$ cat src/rtl/decode_pkg.sv
// Shared types and field layout for the instruction-decode stage.
// decode_instr() slices a raw instruction word into a decoded_t record.
package decode_pkg;

    localparam int DEC_IW   = 32;
    localparam int DEC_REGW = 6;
    localparam int DEC_FXW  = 4;

    // Field offsets, MSB down: ri | rs | rd | fx | LOW
    localparam int RI_POS  = DEC_IW - 1;
    localparam int RS_LSB  = RI_POS - DEC_REGW;
    localparam int RD_LSB  = RS_LSB - DEC_REGW;
    localparam int FX_LSB  = RD_LSB - DEC_FXW;
    localparam int LOW_W   = FX_LSB;
    localparam int RT_LSB  = LOW_W - DEC_REGW;
    localparam int RIMM_W  = RT_LSB;

    typedef struct packed {
        logic                ri;
        logic [DEC_REGW-1:0] rs;
        logic [DEC_REGW-1:0] rd;
        logic [DEC_FXW-1:0]  fx;
        logic [DEC_REGW-1:0] rt;
        logic [DEC_IW-1:0]   imm;
        logic                illegal;
    } decoded_t;

    function automatic decoded_t decode_instr(
        input logic [DEC_IW-1:0]       instr,
        input logic                    imm_signed,
        input logic [2**DEC_FXW-1:0]   fx_legal
    );
        decoded_t d;
        logic     ext;
        d.ri = instr[RI_POS];
        d.rs = instr[RS_LSB +: DEC_REGW];
        d.rd = instr[RD_LSB +: DEC_REGW];
        d.fx = instr[FX_LSB +: DEC_FXW];
        if (d.ri) begin
            d.rt  = '0;
            ext   = imm_signed & instr[LOW_W-1];
            d.imm = {{(DEC_IW-LOW_W){ext}}, instr[LOW_W-1:0]};
        end else begin
            // R-type: rt occupies the top of LOW, the shorter immediate the rest
            d.rt  = instr[RT_LSB +: DEC_REGW];
            ext   = imm_signed & instr[RIMM_W-1];
            d.imm = {{(DEC_IW-RIMM_W){ext}}, instr[RIMM_W-1:0]};
        end
        d.illegal = ~fx_legal[d.fx];
        return d;
    endfunction

endpackage

$ cat src/rtl/decode_fifo.sv
// DEPTH-entry buffer of decoded records with synchronous flush.
// The head reads as zero while the buffer is empty.
module decode_fifo
    import decode_pkg::*;
#(
    parameter int DEPTH = 2
) (
    input  logic     clk,
    input  logic     rst,
    input  logic     i_flush,
    input  logic     i_push,
    input  decoded_t i_data,
    input  logic     i_pop,
    output decoded_t o_head,
    output logic     o_empty,
    output logic     o_full
);

    localparam int PW = $clog2(DEPTH);
    localparam int CW = PW + 1;

    decoded_t        r_mem [DEPTH];
    logic [PW-1:0]   r_wr_ptr;
    logic [PW-1:0]   r_rd_ptr;
    logic [CW-1:0]   r_count;
    logic            w_do_push;
    logic            w_do_pop;

    assign o_empty   = (r_count == '0);
    assign o_full    = (r_count == CW'(DEPTH));
    assign w_do_push = i_push && !o_full;
    assign w_do_pop  = i_pop && !o_empty;
    assign o_head    = o_empty ? '0 : r_mem[r_rd_ptr];

    // Pointers wrap naturally because DEPTH is a power of two.
    always_ff @(posedge clk) begin
        if (rst) begin
            r_wr_ptr <= '0;
            r_rd_ptr <= '0;
            r_count  <= '0;
            for (int i = 0; i < DEPTH; i++) begin
                r_mem[i] <= '0;
            end
        end else if (i_flush) begin
            r_wr_ptr <= '0;
            r_rd_ptr <= '0;
            r_count  <= '0;
        end else begin
            if (w_do_push) begin
                r_mem[r_wr_ptr] <= i_data;
                r_wr_ptr        <= r_wr_ptr + PW'(1);
            end
            if (w_do_pop) begin
                r_rd_ptr <= r_rd_ptr + PW'(1);
            end
            r_count <= r_count + CW'(w_do_push) - CW'(w_do_pop);
        end
    end

endmodule

$ cat src/rtl/instr_decode_stage.sv
// Registered instruction-decode stage: decodes in_instr combinationally and
// buffers the decoded records in a small FIFO towards register-file/ALU issue.
module instr_decode_stage
    import decode_pkg::*;
#(
    parameter int                IW         = 32,
    parameter int                REGW       = 6,
    parameter int                FXW        = 4,
    parameter int                DEPTH      = 2,
    parameter int                IMM_SIGNED = 1,
    parameter logic [2**FXW-1:0] FX_LEGAL   = 16'hFFFF,
    parameter int                CNTW       = 16
) (
    input  logic            clk,
    input  logic            rst,
    input  logic            flush,
    input  logic [IW-1:0]   in_instr,
    input  logic            in_valid,
    output logic            in_ready,
    output logic            out_valid,
    input  logic            out_ready,
    output logic            out_ri,
    output logic [REGW-1:0] out_rs,
    output logic [REGW-1:0] out_rd,
    output logic [FXW-1:0]  out_fx,
    output logic [REGW-1:0] out_rt,
    output logic [IW-1:0]   out_imm,
    output logic            out_illegal,
    output logic [CNTW-1:0] decoded_count
);

    if (!(2*REGW + FXW + 1 < IW - REGW)) begin : g_bad_layout
        $error("instr_decode_stage: fields do not fit in IW");
    end
    if (IW != DEC_IW || REGW != DEC_REGW || FXW != DEC_FXW) begin : g_bad_widths
        $error("instr_decode_stage: IW/REGW/FXW must match decode_pkg");
    end
    if (DEPTH < 2 || (DEPTH & (DEPTH - 1)) != 0) begin : g_bad_depth
        $error("instr_decode_stage: DEPTH must be a power of two >= 2");
    end

    // Handshake: a transfer happens on a side exactly in the cycle where its
    // valid and ready are both high; in_ready depends on registered state only.
    decoded_t        w_dec;
    decoded_t        w_head;
    logic            w_empty;
    logic            w_full;
    logic            w_push;
    logic            w_pop;
    logic [CNTW-1:0] r_decoded_count;

    assign w_dec  = decode_instr(in_instr, IMM_SIGNED != 0, FX_LEGAL);

    assign in_ready  = !w_full;
    assign out_valid = !w_empty;
    assign w_push    = in_valid && in_ready;
    assign w_pop     = out_valid && out_ready;

    decode_fifo #(
        .DEPTH (DEPTH)
    ) u_fifo (
        .clk     (clk),
        .rst     (rst),
        .i_flush (flush),
        .i_push  (w_push),
        .i_data  (w_dec),
        .i_pop   (w_pop),
        .o_head  (w_head),
        .o_empty (w_empty),
        .o_full  (w_full)
    );

    always_ff @(posedge clk) begin
        if (rst || flush) begin
            r_decoded_count <= '0;
        end else if (w_push) begin
            r_decoded_count <= r_decoded_count + CNTW'(1);
        end
    end

    assign decoded_count = r_decoded_count;
    assign out_ri        = w_head.ri;
    assign out_rs        = w_head.rs;
    assign out_rd        = w_head.rd;
    assign out_fx        = w_head.fx;
    assign out_rt        = w_head.rt;
    assign out_imm       = w_head.imm;
    assign out_illegal   = w_head.illegal;

endmodule

$ cat config.mk
export PLATFORM = sky130hd
export DESIGN_NAME = instr_decode_stage
export DESIGN_NICKNAME = d
export VERILOG_FILES = /design/src/rtl/decode_pkg.sv /design/src/rtl/decode_fifo.sv /design/src/rtl/instr_decode_stage.sv
export SDC_FILE = /design/constraint.sdc
export NUM_CORES = 1
export LEC_CHECK = 0
export ABC_AREA = 1
export BUFFER_PORTS_ARGS = -buffer_cell sky130_fd_sc_hd__buf_4
export CAP_MARGIN = 40
export CORE_MARGIN = 1.5
export CORE_UTILIZATION = 48
export DETAILED_ROUTE_END_ITERATION = 8
export GPL_TIMING_DRIVEN = 0
export MAX_ROUTING_LAYER = met4
export PLACE_DENSITY = 0.73
export SYNTH_ARGS = -nofsm -noshare
export SYNTH_HDL_FRONTEND = slang
export SYNTH_HIERARCHICAL = 1
export SYNTH_SLANG_ARGS = --single-unit
$ cat constraint.sdc
create_clock -name clk -period 5 [get_ports clk]
set_input_delay 0.5 -clock clk [delete_from_list [all_inputs] [get_ports clk]]
set_output_delay 0.5 -clock clk [all_outputs]
set_load 0.03 [all_outputs]
==> impl_metrics.py, run 1 <==
metrics = {
    "status": {
        "status": "finished clean",
    },
    "clocking": {
        "cts.path.max_buffers": 2,
        "path_clk_slew_ps": 50,
        "post_cts_buffers": 0,
        "numCtsBuffers": 17,
        "clk_latency_ps": 410,
        "cts_tree": "yes",
        "cts.sinks": 133,
        "hold_buffers": 0,
        "htree_levels": 4,
        "postCtsResizedCells": 0,
        "cts_root_buffer": "clkbuf_16",
    },
    "logic_synthesis": {
        "ys_ff_latch": 133,
        "syn_area_sq_mm": 0.006192,
        "yosys.area.top_type": "edfxtp_1",
        "synthFlopType": "edfxtp_1",
        "async_flop_share_pct": 0,
        "synthTopCellsByArea": "edfxtp_1 (54%), nand2_1 (8.7%), nor2_1 (7.3%)",
        "synthCells": 667,
        "synth_nets": 707,
        "synth_commonest_cells": "nand2_1 (143), nor2_1 (121), edfxtp_1 (112), inv_1 (87), a21oi_1 (63)",
        "syn_avg_cell_area_sq_um": 9.284,
        "synth.most_common_cell": "nand2_1",
        "synth.top_cell.area_share_pct": 54.31,
        "synth_warnings": 6,
        "synth-edff-count": 112,
        "ys_seq_area_share_pct": 61.10,
        "ys_types": 32,
    },
    "final_layout": {
        "final_util_pct": 63.06,
        "syn_to_final_growth_pct": 28.51,
        "seqCellArea_sq_mm": 0.003784,
        "final_layout_size_suffix_gt1_share_pct": 27.43,
        "multi_input_area_sq_mm": 0.001877,
        "nets": 840,
        "fillCellCount": 1061,
        "num_antenna_cells": 0,
    },
    "setup_path": {
        "r2r-start": "u_fifo/r_count[0]",
        "worstRegToRegCells": 9,
        "critical_path_buf_inv_count": 5,
        "cp.arrival_ps": 2650,
        "r2r-end": "u_fifo/r_mem[1][25]",
        "crit_chain": "nor2_4, inv_2, nand2_2, inv_1, nand4_2, buf_4, buf_6, nand2_2, buf_12",
        "critPathRequiredTime_ps": 5100,
        "r2r_slack_ps": 2450,
        "worst-path-stages": 9,
        "criticalPathCategory": "reg2reg",
        "critPathSlowestCell": "nand2_2",
        "crit_fanout": 33,
        "slowest_delay_ps": 500,
        "path_delay_family": "buffers and inverters",
        "crit_top_cell": "nand2_2",
        "endpoint_kind": "flop",
        "crit_path_start_kind": "flop",
    },
    "timing": {
        "fmax_ghz": 0.3918,
        "rsz0062_at_grt": "false",
        "clock_skew_ps": 10.29,
        "min_period_ps": 2552,
        "finalSetupViolCount": 0,
        "fin_crit_sh_pct": 51.04,
        "report.final.slew_viol_count": 0,
        "max_slew_margin_pct": 55.36,
        "hold_viol_final": 0,
        "fin_tns_setup_ps": 0,
        "worst_slew_pin_slew_ps": 669.6,
    },
    "grt": {
        "grt_pass1_vias": 4797,
        "grt_start_max_net_pins": 34,
        "antenna_found_initial": 0,
        "grt_pass1_wl_microns": 22720,
        "grt_usage_pct": 23.02,
        "grt-ovfl-total": 0,
    },
    "place": {
        "io_buffers": 110,
        "place_hpwl_microns": 9821,
        "gp_congestion": 0.8840,
    },
    "die": {
        "die_area_sq_mm": 0.01359,
        "core_area_sq_mm": 0.01262,
        "die_h_microns": 116.6,
        "dieWidth_microns": 116.6,
        "ios": 111,
        "initial_core_util_pct": 49.07,
        "rows": 41,
    },
    "drt": {
        "viasPerCell": 4.971,
        "drt_iter0_drc": 442,
        "vias": 4896,
        "wl_per_cell_microns": 14.70,
        "drtPass1Iterations": 5,
        "drcViolationCount": 0,
        "antenna_left": 0,
        "drt-total-wl_microns": 14480,
    },
    "flow_run": {
        "max_cap_violations": 0,
    },
    "power": {
        "seqPwrFrac_pct": 44.8,
        "p_sw_mw": 0.6203,
        "p_leak_nw": 3.426,
        "p_int_mw": 2.207,
        "power_frac_comb_pct": 8.2,
        "power_density_mw_per_mm2": 355.2,
        "pwr-share-clk_pct": 47.1,
        "switching_share_pct": 21.94,
        "peakVddDrop_mv": 0.1946,
    },
    "hold_path": {
        "hold-path-cell-count": 4,
        "min_to": "u_fifo/r_count[0]",
        "hp-class": "in2reg",
        "holdCritStartpoint": "flush",
    },
}
-- worst max-delay path by stage --
stage                                 start             endpoint
after floorplan           u_fifo/r_count[0]   u_fifo/r_mem[0][0]
after global placement             in_valid  u_fifo/r_mem[0][20]
after detailed placement           in_valid  u_fifo/r_mem[1][17]
after CTS                 u_fifo/r_count[0]  u_fifo/r_mem[1][17]
after global routing      u_fifo/r_count[0]  u_fifo/r_mem[1][17]
final                     u_fifo/r_count[0]  u_fifo/r_mem[1][25]
-- placed cells by master (no fill, tap or decap), types with 3 or more instances in the layout --
master	instances
inv_2	4
buf_2	18
nand2_1	141
nand4_1	5
nor2_2	32
inv_1	87
o21ai_1	3
edfxtp_1	112
buf_4	112
clkinvlp_4	4
nand2_2	9
buf_6	5
a21oi_1	63
clkinv_2	3
o21ai_0	8
clkinv_1	3
nand3_1	7
bufinv_16	5
nor2_4	5
nor2_1	121
ha_1	3
dfxtp_1	21
nor3_1	3
clkbuf_1	6
clkbuf_16	17
-- power by group through the flow --
stage                     clock network [mW]  registers (mW)  logic [mW]
after floorplan                            0            1.29       0.134
after global placement                     0            1.29       0.216
after detailed placement                   0            1.29       0.231
after CTS                               1.35            1.27       0.232
after global routing                    1.40            1.27       0.252
final                                   1.33            1.27       0.231
-- routing by layer --
layer	GRT usage (%)	routed length [microns]
met1	27.22	6005
met3	5.241	938
met5	-	0
met4	10.92	348
met2	37.53	7188
-- worst reg2reg max path: cells and delay by family (launching register included) --
kind                   cells  cell delay [ps]
buffers and inverters      5              950
and+or+nand+nor            4              850
DFF                        1              430
-- final cells by class --
type,count,area share [%]
sequential,133,47.55
multi-input combinational,411,23.58
timing repair buffer,114,11.42
clock buffer,17,5.346
inverter,92,4.340
tap,172,2.704
clock inverter,15,2.657
buffer,31,2.406
-- sequential cells by signal (all words and copies together) (netlist names), named ones only --
name,flops
u_fifo/r_count,2
u_fifo/r_mem,112
decoded_count,16
u_fifo/r_rd_ptr,1
u_fifo/r_wr_ptr,1
-- per-stage QoR --
stage / std cells / cell area (sq um) / hold WS [ps] / worst slack [ps] / power [mW]
2_1_floorplan: 667 / 6192 / 467.5 / 1973 / 1.422
3_3_place_gp: 949 / 7233 / 484.1 / 1211 / 1.505
3_5_place_dp: 953 / 7321 / 492.3 / 2446 / 1.518
4_1_cts: 985 / 7958 / 355.1 / 2437 / 2.842
5_1_grt: 985 / 7958 / 391.5 / 2285 / 2.919
6_report: 985 / 7958 / 374.4 / 2448 / 2.827
-- kinds of logic after synthesis --
group,share of synthesized area [%]
adder cells (fa/ha/maj),0.6062
other,0.06056
buffers and inverters,8.668
AND/OR/NAND/NOR,23.06
flip-flops,61.10
AO/OA/AOI/OAI,6.082
XOR/XNOR,0.4244
No activity file was read; power rests on OpenSTA's default activity.
==> inputs of run 2 (changes only) <==
Clock period 5 ns to 2.5 ns, I/O delays scaled along.
==> run 2 against run 1 <==
Effect of this change: final cell count grew 0.10%; cell area grew 0.49%; clock skew is 1.3 ps lower; die area unchanged; global-route usage up 0.39 points; worst setup slack got worse by 2300 ps; via count up 0.94%; largest cell class unchanged.
==> impl_metrics.py, run 2 (synthesized netlist as in run 1, its figures left out) <==
metrics = {
    "die": {
        "dieWidth_microns": 116.6,
        "initial_core_util_pct": 49.07,
        "ios": 111,
        "die_h_microns": 116.6,
        "rows": 41,
        "core_area_sq_mm": 0.01262,
        "die_area_sq_mm": 0.01359,
    },
    "grt": {
        "grt_pass1_wl_microns": 23220,
        "grt_start_max_net_pins": 33,
        "grt_usage_pct": 23.41,
        "grt_pass1_vias": 4908,
        "grt-ovfl-total": 0,
        "antenna_found_initial": 0,
    },
    "setup_path": {
        "crit_chain": "inv_2, nor2_4, inv_2, nand2_2, inv_1, inv_1, nor2_4, nand2_2, buf_6, buf_6, nand2_4, buf_12, buf_16",
        "r2r_slack_ps": 160,
        "endpoint_kind": "flop",
        "critical_path_buf_inv_count": 8,
        "critPathRequiredTime_ps": 2610,
        "critPathSlowestCell": "dfxtp_1",
        "criticalPathCategory": "reg2reg",
        "path_delay_family": "buffers and inverters",
        "crit_fanout": 23,
        "slowest_delay_ps": 330,
        "crit_path_start_kind": "flop",
        "cp.arrival_ps": 2450,
    },
    "final_layout": {
        "top_register": "u_fifo/r_mem",
        "num_antenna_cells": 0,
        "final_cell_mix": "nand2_1 (141), nor2_1 (121), buf_4 (112), edfxtp_1 (112), inv_1 (87)",
        "nets": 841,
        "largest_reg_flops": 112,
        "final_common_cell": "nand2_1",
        "final_cell_count_no_fill": 986,
        "syn_to_final_growth_pct": 29.14,
        "final_layout_size_suffix_gt1_share_pct": 27.64,
    },
    "timing": {
        "max_slew_margin_pct": 58.31,
        "min_period_ps": 2345,
        "worst_slew_pin_slew_ps": 621.1,
        "report.final.slew_viol_count": 0,
        "clock_skew_ps": 9.031,
        "fin_tns_setup_ps": 0,
        "finalSetupViolCount": 0,
        "fin_crit_sh_pct": 93.78,
        "fmax_ghz": 0.4265,
        "hold_viol_final": 0,
    },
    "clocking": {
        "cts_root_buffer": "clkbuf_16",
        "cts.sinks": 133,
        "htree_levels": 4,
        "numCtsBuffers": 17,
        "clk_latency_ps": 410,
        "path_clk_slew_ps": 60,
        "cts_tree": "yes",
        "cts.path.max_buffers": 2,
        "post_cts_buffers": 0,
        "hold_buffers": 0,
    },
    "status": {
        "status": "finished clean",
    },
    "drt": {
        "drtPass1Iterations": 5,
        "vias": 4942,
        "drcViolationCount": 0,
        "drt_iter0_drc": 501,
        "drt-total-wl_microns": 14680,
        "viasPerCell": 5.012,
        "wl_per_cell_microns": 14.89,
        "antenna_left": 0,
    },
    "power": {
        "peakVddDrop_mv": 0.3580,
        "p_int_mw": 4.423,
        "pwr-share-clk_pct": 47.0,
        "power_density_mw_per_mm2": 708.8,
        "seqPwrFrac_pct": 44.6,
        "p_leak_nw": 3.443,
        "switching_share_pct": 21.96,
        "p_sw_mw": 1.244,
        "power_frac_comb_pct": 8.3,
    },
    "place": {
        "gp_congestion": 0.8500,
        "place_hpwl_microns": 9893,
        "io_buffers": 110,
        "dp_cells": 953,
    },
    "hold_path": {
        "hp-class": "in2reg",
    },
    "flow_run": {
        "max_cap_violations": 0,
    },
}
## run 2: cell count changes in the layout (fill, tap and decap cells not counted)
cell	previous run	this run
buf_12	1	2
buf_16	2	1
clkbuf_1	6	7
clkbuf_16	17	18
clkinv_1	3	2
clkinv_4	1	2
clkinvlp_4	4	3
dfxtp_1	21	20
dfxtp_2	0	1
nand2_2	9	7
nand2_4	0	1
nand2_8	0	1
## run 2: power by group through the flow
stage	clock (mW)	combinational, mW	sequential (mW)
after floorplan	0	0.269	2.57
after global placement	0	0.432	2.57
after detailed placement	0	0.459	2.58
after CTS	2.70	0.465	2.53
after global routing	2.80	0.514	2.54
final	2.67	0.472	2.53
## run 2: path summary, 6_finish.rpt
| path | end | depth (start not counted) | from |
|---|---|---|---|
| setup / recovery | u_fifo/r_mem[0][55] | 13 | u_fifo/r_count[1] |
| hold / removal | u_fifo/r_count[0] | 4 | flush |
| setup reg to reg | u_fifo/r_mem[0][55] | 13 | u_fifo/r_count[1] |
| hold reg to reg | flop | 2 | u_fifo/r_rd_ptr |
## run 2: cell type report
| cell class | count | area [sq um] |
|---|---|---|
| buffer | 31 | 191.4 |
| clock inverter | 14 | 209.0 |
| tap | 172 | 215.2 |
| sequential | 133 | 3785 |
| multi-input combinational | 411 | 1896 |
| timing repair buffer | 115 | 925.9 |
| inverter | 92 | 345.3 |
| clock buffer | 18 | 429.2 |
| fill | 1042 | 4623 |
## run 2: timing repair
action,in CTS,in global routing
setup endpoints to repair,42,48
gates resized for setup,2,2
gates cloned,0,1
## run 2: routing by layer
layer | routed length, microns | up-vias | share of wire [%] | GRT usage [%]
met4 | 297 | 0 | 2.0 | 8.916
met2 | 7444 | 187 | 51 | 39.49
met5 | 0 | - | 0 | -
met3 | 837 | 25 | 5.7 | 4.619
met1 | 6101 | 2335 | 42 | 27.96
li1 | - | 2395 | - | -
## run 2: through the flow
step                hold slack (ps)  setup WS, ps  area [sq um]  utilization, %  total power, mW
floorplan                     410.2         23.26          6197               -            2.842
global placement              484.0        -383.4          7238           57.36            3.006
detailed placement            497.1        -129.0          7313           57.95            3.035
CTS                           104.3         110.9          7961           63.09            5.697
global route                  141.3        -2.488          7996           63.37            5.853
finish                        108.9         155.4          7996           63.37            5.668
## run 2: worst min-delay path: cells and delay by family
kind	cells	cell delay [ps]
buf+inv	2	130
simple gates	2	110
==> inputs of run 3 (changes only) <==
--- a/config.mk
+++ b/config.mk
@@ -10,4 +10,7 @@
 export CAP_MARGIN = 40
+export CELL_PAD_IN_SITES_DETAIL_PLACEMENT = 1
+export CELL_PAD_IN_SITES_GLOBAL_PLACEMENT = 2
 export CORE_MARGIN = 1.5
-export CORE_UTILIZATION = 48
+export CORE_UTILIZATION = 35
+export CTS_CLUSTER_DIAMETER = 200
 export DETAILED_ROUTE_END_ITERATION = 8
@@ -15,3 +18,3 @@
 export MAX_ROUTING_LAYER = met4
-export PLACE_DENSITY = 0.73
+export PLACE_DENSITY = 0.84
 export SYNTH_ARGS = -nofsm -noshare
--- a/constraint.sdc
+++ b/constraint.sdc
@@ -3,2 +3,2 @@
 set_output_delay 0.25 -clock clk [all_outputs]
-set_load 0.03 [all_outputs]
+set_load 0.02 [all_outputs]
==> run 3 against run 2 <==
Effect of this change: power up 1.3%; first-iteration DRC count fell by 58%; via count shrank 2.3%; worst hold slack better by 29 ps; sequential share of layout area barely moved; routed wire length increased by 12%; clock power rose by 4%; highest routed layer unchanged.
==> impl_metrics.py, run 3 (synthesized netlist as in run 1, its figures left out) <==
metrics = {
    "final_layout": {
        "final_common_cell": "nand2_1",
        "num_antenna_cells": 0,
        "final_cell_mix": "nand2_1 (141), nor2_1 (121), buf_4 (112), edfxtp_1 (112), inv_1 (87)",
        "multi_input_area_sq_mm": 0.001904,
        "seqCellArea_sq_mm": 0.003784,
        "final_cell_count_no_fill": 1035,
        "syn_to_final_growth_pct": 29.20,
        "nets": 837,
        "fillCellCount": 1991,
        "design_area_sq_mm": 0.008000,
        "top_register": "u_fifo/r_mem",
        "final_layout_size_suffix_gt1_share_pct": 27.16,
        "largest_reg_flops": 112,
        "final_util_pct": 46.25,
    },
    "drt": {
        "drt_iter0_drc": 209,
        "viasPerCell": 4.664,
        "antenna_left": 0,
        "drt-total-wl_microns": 16430,
        "drtPass1Iterations": 4,
        "vias": 4827,
        "drcViolationCount": 0,
        "wl_per_cell_microns": 15.87,
    },
    "clocking": {
        "htree_levels": 4,
        "cts.sinks": 133,
        "numCtsBuffers": 17,
        "postCtsResizedCells": 2,
        "cts.path.max_buffers": 2,
        "cts_tree": "yes",
        "hold_buffers": 0,
        "clk_latency_ps": 410,
        "path_clk_slew_ps": 60,
        "post_cts_buffers": 0,
        "cts_root_buffer": "clkbuf_16",
    },
    "place": {
        "pre_cts_ws_ps": -51.28,
        "io_buffers": 110,
        "dp_cells": 1003,
        "gp_congestion": 0.8012,
        "place_hpwl_microns": 11510,
        "dpl_cell_area_sq_mm": 0.007322,
    },
    "setup_path": {
        "cp.arrival_ps": 2360,
        "critPathRequiredTime_ps": 2550,
        "crit_chain": "nor2_4, inv_2, nand2_2, inv_1, inv_1, nor2_4, nand2_2, buf_6, buf_6, nand2_8",
        "slowest_delay_ps": 450,
        "criticalPathCategory": "reg2reg",
        "r2r-start": "u_fifo/r_count[0]",
        "endpoint_kind": "flop",
        "critical_path_buf_inv_count": 5,
        "worstRegToRegCells": 10,
        "critPathSlowestCell": "dfxtp_1",
        "critPathLaunch": "u_fifo/r_count[0]",
        "path_delay_family": "simple AND/OR/NAND/NOR gates",
        "crit_path_start_kind": "flop",
        "worst-path-stages": 10,
        "crit_fanout": 56,
    },
    "die": {
        "dieWidth_microns": 136.0,
        "die_h_microns": 136.0,
        "rows": 48,
        "initial_core_util_pct": 35.80,
        "ios": 111,
        "die_area_sq_mm": 0.01850,
        "core_area_sq_mm": 0.01730,
    },
    "power": {
        "power_mw": 5.742,
        "peakVddDrop_mv": 0.5111,
        "power_density_mw_per_mm2": 717.8,
        "p_leak_nw": 3.414,
    },
    "timing": {
        "fin_crit_sh_pct": 92.41,
        "hold_viol_final": 0,
        "worst_slew_pin_slew_ps": 719.7,
        "setup_ws_ps": 189.8,
        "min_period_ps": 2310,
        "rsz0062_at_grt": "false",
        "report.final.slew_viol_count": 0,
        "max_slew_margin_pct": 51.70,
        "finalSetupViolCount": 0,
        "fmax_ghz": 0.4329,
        "clock_skew_ps": 5.910,
    },
    "grt": {
        "grt_pass1_wl_microns": 26420,
        "grt_pass1_vias": 5251,
        "grt_start_max_net_pins": 57,
        "grt-ovfl-total": 0,
        "grt_usage_pct": 19.47,
        "antenna_found_initial": 0,
    },
    "status": {
        "status": "finished clean",
    },
    "flow_run": {
        "max_cap_violations": 0,
    },
    "hold_path": {
        "hold-path-cell-count": 4,
        "holdCritStartpoint": "flush",
        "hp-class": "in2reg",
    },
}
run 3: cell types whose count changed in the layout (fill, tap and decap cells not counted), sizes merged:
cell and delta:
buf -3, clkinv -2, inv +2, bufinv +1
clkbuf -1, clkinvlp -1
run 3: tightest hold or removal path: stages:
cell and delay, ps:
buf_4 90, nor2_2 60, nand2_1 60, nor2_1 40
run 3: cell type report:
| class | count | area share [%] |
|---|---|---|
| well taps | 225 | 3.519 |
| multi-input cells | 411 | 23.80 |
| flip-flops and latches | 133 | 47.29 |
| inverters | 92 | 4.317 |
| repair buffers | 111 | 10.42 |
| clock inverters | 14 | 2.878 |
| plain buffers | 31 | 2.409 |
| clock buffers | 18 | 5.364 |
run 3: final timing paths:
| path | to | slack [ps] |
|---|---|---|
| setup / recovery | u_fifo/r_mem[0][4] | 190 |
| hold / removal | u_fifo/r_count[1] | 140 |
| setup reg to reg | u_fifo/r_mem[0][4] | 190 |
| hold reg to reg | u_fifo/r_rd_ptr | 530 |
run 3: through the flow:
step,hold slack (ps),setup TNS (ps)
after global routing,147.7,0
final,138.3,0
after floorplan,410.2,0
after global placement,480.1,-63310
after CTS,123.0,0
after detailed placement,513.4,-3973
run 3: power by group:
part / leakage (nW) / switching, mW / internal, mW
clock: 0.316 / 0.916 / 1.86
sequential: 1.34 / 0.0300 / 2.50
combinational: 1.76 / 0.285 / 0.144
run 3: layer usage:
layer,vias up,track usage [%],share of wire (%)
li1,2377,-,-
met3,23,4.586,4.9
met1,2336,21.67,42
met4,0,7.270,2.0
met2,91,33.87,52
met5,-,-,0
